## src/rtl/counter_sequencer.sv

```systemverilog
// Sequencer that runs an external up/down counter for a commanded number of enabled cycles.
// Optional Abort input is compiled in when COUNTER_SEQUENCER_ABORT_EN is defined.
module counter_sequencer #(
    parameter int N = 17,
    parameter int L = 16
) (
    input  logic         Clock,
    input  logic         Reset,
    // Command handshake: a command transfers on a rising edge where Cmd_valid && Cmd_ready.
    // Cmd_ready is high only in IDLE; the source must hold its command until it transfers.
    input  logic         Cmd_valid,
    output logic         Cmd_ready,
    input  logic         Cmd_dir,
    input  logic [L-1:0] Cmd_steps,
    input  logic         Cmd_stop_on_wrap,
    output logic         Count_en,
    output logic         Up_Down_Ctrl,
    input  logic         Overflow_intr,
    input  logic         Underflow_intr,
`ifdef COUNTER_SEQUENCER_ABORT_EN
    input  logic         Abort,
`endif
    output logic         Busy,
    output logic         Done_pulse,
    output logic         Wrap_flag,
    output logic [L-1:0] Steps_done,
    output logic [1:0]   Dbg_state
);

    typedef enum logic [1:0] {
        ST_IDLE = 2'd0,
        ST_RUN  = 2'd1,
        ST_DONE = 2'd2
    } state_e;

    localparam logic [L-1:0] ONE = {{(L-1){1'b0}}, 1'b1};

    // N only describes the counter being driven; reject nonsensical widths at elaboration.
    if (N < 1 || L < 1) begin : g_bad_params
        $error("counter_sequencer: N and L must be at least 1");
    end

    state_e       state_q, state_d;
    logic         dir_q, dir_d;
    logic         stop_q, stop_d;
    logic         wrap_q, wrap_d;
    logic [L-1:0] remaining_q, remaining_d;
    logic [L-1:0] steps_done_q, steps_done_d;

    logic wrap_hit;
    logic last_step;
    logic abort_hit;

`ifdef COUNTER_SEQUENCER_ABORT_EN
    assign abort_hit = Abort;
`else
    assign abort_hit = 1'b0;
`endif

    // Only the interrupt matching the latched direction counts as a wrap.
    assign wrap_hit  = dir_q ? Underflow_intr : Overflow_intr;
    assign last_step = (remaining_q == ONE);

    always_comb begin
        state_d      = state_q;
        dir_d        = dir_q;
        stop_d       = stop_q;
        wrap_d       = wrap_q;
        remaining_d  = remaining_q;
        steps_done_d = steps_done_q;

        case (state_q)
            ST_IDLE: begin
                if (Cmd_valid) begin
                    dir_d        = Cmd_dir;
                    stop_d       = Cmd_stop_on_wrap;
                    remaining_d  = Cmd_steps;
                    wrap_d       = 1'b0;
                    steps_done_d = '0;
                    state_d      = (Cmd_steps == '0) ? ST_DONE : ST_RUN;
                end
            end
            ST_RUN: begin
                steps_done_d = steps_done_q + ONE;
                remaining_d  = remaining_q - ONE;
                if (wrap_hit) begin
                    wrap_d = 1'b1;
                end
                // Exhaustion, wrap-stop and abort all collapse into one DONE.
                if (last_step || (stop_q && wrap_hit) || abort_hit) begin
                    state_d = ST_DONE;
                end
            end
            ST_DONE: begin
                state_d = ST_IDLE;
            end
            default: begin
                state_d = ST_IDLE;
            end
        endcase
    end

    always_ff @(posedge Clock) begin
        if (Reset) begin
            state_q      <= ST_IDLE;
            dir_q        <= 1'b0;
            stop_q       <= 1'b0;
            wrap_q       <= 1'b0;
            remaining_q  <= '0;
            steps_done_q <= '0;
        end else begin
            state_q      <= state_d;
            dir_q        <= dir_d;
            stop_q       <= stop_d;
            wrap_q       <= wrap_d;
            remaining_q  <= remaining_d;
            steps_done_q <= steps_done_d;
        end
    end

    assign Cmd_ready    = (state_q == ST_IDLE);
    assign Busy         = (state_q != ST_IDLE);
    assign Count_en     = (state_q == ST_RUN);
    assign Done_pulse   = (state_q == ST_DONE);
    assign Up_Down_Ctrl = dir_q;
    assign Wrap_flag    = wrap_q;
    assign Steps_done   = steps_done_q;
    assign Dbg_state    = state_q;

endmodule

```

## config.mk

```make
export PLATFORM = sky130hd
export DESIGN_NAME = counter_sequencer
export DESIGN_NICKNAME = d
export VERILOG_FILES = /design/src/rtl/counter_sequencer.sv
export SDC_FILE = /design/constraint.sdc
export NUM_CORES = 1
export LEC_CHECK = 0
export BUFFER_PORTS_ARGS = -buffer_cell sky130_fd_sc_hd__buf_2
export CELL_PAD_IN_SITES_DETAIL_PLACEMENT = 1
export CELL_PAD_IN_SITES_GLOBAL_PLACEMENT = 1
export CORE_UTILIZATION = 35
export CTS_CLUSTER_SIZE = 8
export DETAILED_ROUTE_END_ITERATION = 10
export GPL_TIMING_DRIVEN = 0
export PLACE_DENSITY_LB_ADDON = 0.1
export REMOVE_ABC_BUFFERS = 1
export SYNTH_ARGS = -nofsm -noshare
export SYNTH_HDL_FRONTEND = slang
export SYNTH_SLANG_ARGS = --single-unit
```

## constraint.sdc

```tcl
create_clock -name Clock -period 2 [get_ports Clock]
set_input_delay 0.2 -clock Clock [delete_from_list [all_inputs] [get_ports Clock]]
set_output_delay 0.2 -clock Clock [all_outputs]
set_load 0.005 [all_outputs]
```

After elaboration in Yosys (flattened, before gate mapping)

Index checks and enable logic that the tools add are counted.

Mux-type cells: 12
Add/sub/neg operators: 2
Equal/unequal tests: 6
$mul: 0
Magnitude comparators: 0
Reduce and logical (&&, ||, !) cells: 10
Shifts and indexed selects: 0
Bitwise logic cells: 0
Div/mod/pow operators: 0

Operators by type and width:

| kind                                                 | count |
|---|---|
| one-hot mux 16 bit (2 select lines)                  | 2 |
| two-way mux 16 bit                                   | 2 |
| adder 16 x 1 -> 16 bit, second input constant        | 1 |
| equality test 16 x 1 -> 1 bit, second input constant | 1 |
| logical NOT 16 bit                                   | 1 |
| subtractor 16 x 1 -> 16 bit, second input constant   | 1 |
| two-way mux 2 bit                                    | 3 |
| AND reduction 2 bit                                  | 3 |
| != test 2 x 1 -> 1 bit, second input constant        | 2 |
| one-hot mux 2 bit (2 select lines)                   | 1 |
| nonzero test 2 bit                                   | 2 |
| two-way mux 1 bit                                    | 3 |
| AND reduction 3 bit                                  | 1 |
| equality test 2 x 1 -> 1 bit, second input constant  | 1 |
| equality test 2 bit, second input constant           | 1 |
| logical NOT 2 bit                                    | 1 |
| != test 2 bit, second input constant                 | 1 |
| one-hot mux 1 bit (2 select lines)                   | 1 |
| logical AND 1 bit                                    | 1 |
| logical OR 1 bit                                     | 1 |

Memories kept: 0
RAM bits: 0
Bits in read-only memories: 0
Output and inout bits: 24
Bits of input ports: 23
Latch bits: 0
Register bits: 37

Longest topological paths before layout

Depth after elaboration: 5
Gate-level depth with buffers: 7

Worst setup path before layout

OpenSTA, ideal clock, no wires.

Kind: reg-to-reg
Start: reg remaining_q[0]
End: reg remaining_q[14]
Setup slack: 0.263 ns
Buffers on the path: 0
Arrival: 1.657 ns
Stages on the path, launching flop included: 8
Clock period less this slack: 1.737 ns
Setup time: 0.079 ns
Cell sequence: dfxtp_1 > inv_1 > ha_1 > or3b_4 > nor4_2 > nand4b_1 > xor2_1 > a211oi_2

Word-level cells in the longest chain between the ends: 2

RTL lines:

| what                                | RTL line | source |
|---|---|---|
| from (decl)                         | 47       | `logic [L-1:0] remaining_q, remaining_d;` |
| from (signal assigned)              | 116      | `remaining_q <= remaining_d;` |
| subtractor 16 x 1 -> 16 bit         | 85       | `remaining_d = remaining_q - ONE;` |
| one-hot mux 16 bit (2 select lines) | 72       | `case (state_q)` |

No other way between the ends.
A chain may end at the register's enable or synchronous reset.

Worst setup path in the final report

Start: reg remaining_q[0]
End: reg remaining_q[8]

Same word-level chain as after synthesis.

==> run metrics <==
max-slew violation count 0; WL/cell 17.7 microns; Clock Tree Buf Depth 2; Clock Latency Late Sink 300 ps; type of the most critical hold path in -> reg; Cell Chain, Critical Path inv_2 > ha_4 > or3b_4 > nor4_4 > buf_4 > nand4b_1 > a21oi_1 > nor3_1; CP required 2160 ps; Setup Skew 5.66 ps; DIE AREA 6300 sq um; num rows 27; vias in the first global route 2145; synth warn 0; RSZ-0062 raised after global routing true; library cells used by synthesis 57; Rel. slew slack 0.546; grt total ovfl 0; pwr/cell area 911 nW/um^2; outcome finished clean; final std cells w/o fill 371; gr usage total 0.224; largest net degree at the start of global routing 34; worst slack, placed -1200 ps; Fin Hold WS 140 ps; I/O pin cnt 47; remaining antenna violation count after routing 0; die height 79.4 microns; global-route wire length before repair 10.9 mm; fin area 2580 sq um; total number of vias 2157; Reg2Reg Setup Slack 40 ps; final setup fails 0; post-synthesis sequential area ratio 0.354; final worst slack 41.6 ps; Worst path depth 8; PortBufs 46; Worst Max-Slew Pin Slew 681 ps; FFs w/ async S/R, synth 0; FF+latch count, synth 37; Die Width 79.4 microns; maximum vdd drop 0.338 mV; Post-Syn Instances 255; CP bufs+invs 2; Mapped Area 2090 sq um; Top Metal Used met4; crit end category register; MaxCap Viol Count 0; startpoint class of the critical path register; dpl cells 356; WS Path Type reg -> reg; ys flop type dfxtp_1; EDFF count, synth 0; maximum clock frequency 511 MHz; fraction of layout cells with a size suffix above 1 0.311; gpl congestion 0.773; detailed router's first-iteration violation count 90; Pleak 0.992 nW; WL met1 3.12 mm; H-tree levels 2; Hold Crit Depth 3; core area 5640 sq um; dpl cell area 2340 sq um; highest-delay cell along the critical path or3b_4; WL met2 3.14 mm; period utilization 0.979; Starting Density 0.371; Mean Syn Cell Area 8.21 sq um; met3 routed WL 231 microns; Num CTS Buffers 5; crit-path max cell delay 400 ps; Reg area 748 sq um; r2r worst-path depth 8; CTS Root Cell clkbuf_8; Final min period 1960 ps; Layout Area Growth over Synthesis 23.4%; residual DRC count 0; TritonRoute pass-1 iters 6; hpwl dp 4.24 mm; CP Max Fanout 4; area of the multi-input gates 1290 sq um; Post-Route WL 6.58 mm; fin nets 324; Clock transition at path regs 80 ps; CP top delay family simple AND/OR/NAND/NOR gates; CTS tree built; Final Hold Vio Count 0; CP arrival 2120 ps; Fillers 703; Inserted Diodes 0; Via density 5.81; Clock Sinks 37; antenna violations before repair 0
## Yosys cell counts (2+ instances only)
cell type	n	area share
dfxtp_1	37	0.35
and3_1	3	0.0090
and4_1	2	0.0084
nor3_4	2	0.016
nor4_1	6	0.018
a22oi_1	4	0.014
mux2_2	2	0.011
inv_1	10	0.018
a21oi_1	25	0.060
a211oi_1	4	0.014
a31oi_1	6	0.018
nand3b_1	2	0.0072
or3_1	3	0.0090
xor2_1	4	0.017
clkbuf_1	10	0.018
a311oi_1	2	0.0084
buf_2	4	0.0096
o21ai_0	15	0.036
nand4b_1	5	0.021
nor3_2	3	0.014
nand3_1	4	0.0096
o22ai_1	3	0.0090
o221a_2	2	0.011
a31o_2	2	0.0084
ha_1	3	0.018
nor2_1	21	0.038
nand2_1	20	0.036
o31ai_1	4	0.014
nand4_1	8	0.024
nor3_1	8	0.019
nand2b_1	4	0.012
buf_1	2	0.0036
## worst reg2reg max path, cell delays in order (launching register included)
cell,delay (ps)
dfxtp_2,350
inv_2,80
ha_4,140
or3b_4,400
nor4_4,280
buf_4,180
nand4b_1,120
a21oi_1,200
nor3_1,70
## path summary, 6_finish.rpt
path                     from              to
max            remaining_q[0]  remaining_q[8]
min          Cmd_stop_on_wrap          stop_q
max reg2reg    remaining_q[0]  remaining_q[8]
min reg2reg            stop_q          stop_q
## kinds of logic after synthesis
| kind of cell | after synthesis | share of synthesized area |
|---|---|---|
| flip-flops | 37 | 0.354 |
| buffers and inverters | 27 | 0.0544 |
| AO/OA/AOI/OAI | 79 | 0.249 |
| AND/OR/NAND/NOR | 101 | 0.289 |
| XOR/XNOR | 5 | 0.0209 |
| multiplexers | 3 | 0.0155 |
| adder cells (fa/ha/maj) | 3 | 0.0179 |
## flip-flops by register name, indices dropped and copies added, names as in the netlist
| register | count |
|---|---|
| remaining_q | 16 |
| Dbg_state | 2 |
| Wrap_flag | 1 |
| Steps_done | 16 |
| stop_q | 1 |
| Up_Down_Ctrl | 1 |
## layout by cell type, fill, tap and decap left out, types with 4 or more instances in the layout
master,Yosys,routed
o31ai_1,4,4
nor3_1,8,8
buf_2,4,46
nand4b_1,5,5
nand3_1,4,4
nand4_1,8,8
a31oi_1,6,6
a21oi_1,25,25
a22oi_1,4,4
buf_4,0,5
a211oi_1,4,4
nor4_1,6,6
o21ai_0,15,15
nor2_1,21,20
dfxtp_1,37,33
inv_1,10,7
nand2_1,20,19
xor2_1,4,4
clkbuf_8,0,6
## layout make-up
type / instances / area share
timing repair inverter: 1 / 0.00194
tap: 72 / 0.0349
timing repair buffer: 52 / 0.111
sequential: 37 / 0.290
inverter: 10 / 0.0169
multi-input combinational: 191 / 0.499
clock buffer: 6 / 0.0320
clock inverter: 2 / 0.0145
## routing by layer
metal | vias up | GRT usage
li1 | 1042 | -
met5 | - | 0
met2 | 43 | 0.382
met3 | 9 | 0.0379
met4 | 0 | 0.0709
met1 | 1063 | 0.287
## per-stage QoR
stage	power, W	utilization	setup TNS (ps)
floorplan	0.00133	-	-1280
global placement	0.00154	0.415	-28470
detailed placement	0.00155	0.415	-28560
CTS	0.00233	0.450	0
global route	0.00249	0.458	-73.1
finish	0.00235	0.458	0
## what timing repair did
item / CTS / global route
gates cloned: 1 / 0
buffers inserted: 2 / 4
pin swaps: 4 / 4
resized for setup: 18 / 1
setup endpoints to repair: 36 / 10
hold buffers: 0 / 0
## power by group
group | leakage [nW] | internal [W] | switching [W]
Sequential | 0.305 | 0.000814 | 0.000146
Clock | 0.0574 | 0.000406 | 0.000295
Combinational | 0.630 | 0.000303 | 0.000390
Note: power is estimated with default switching activity, not from simulation.
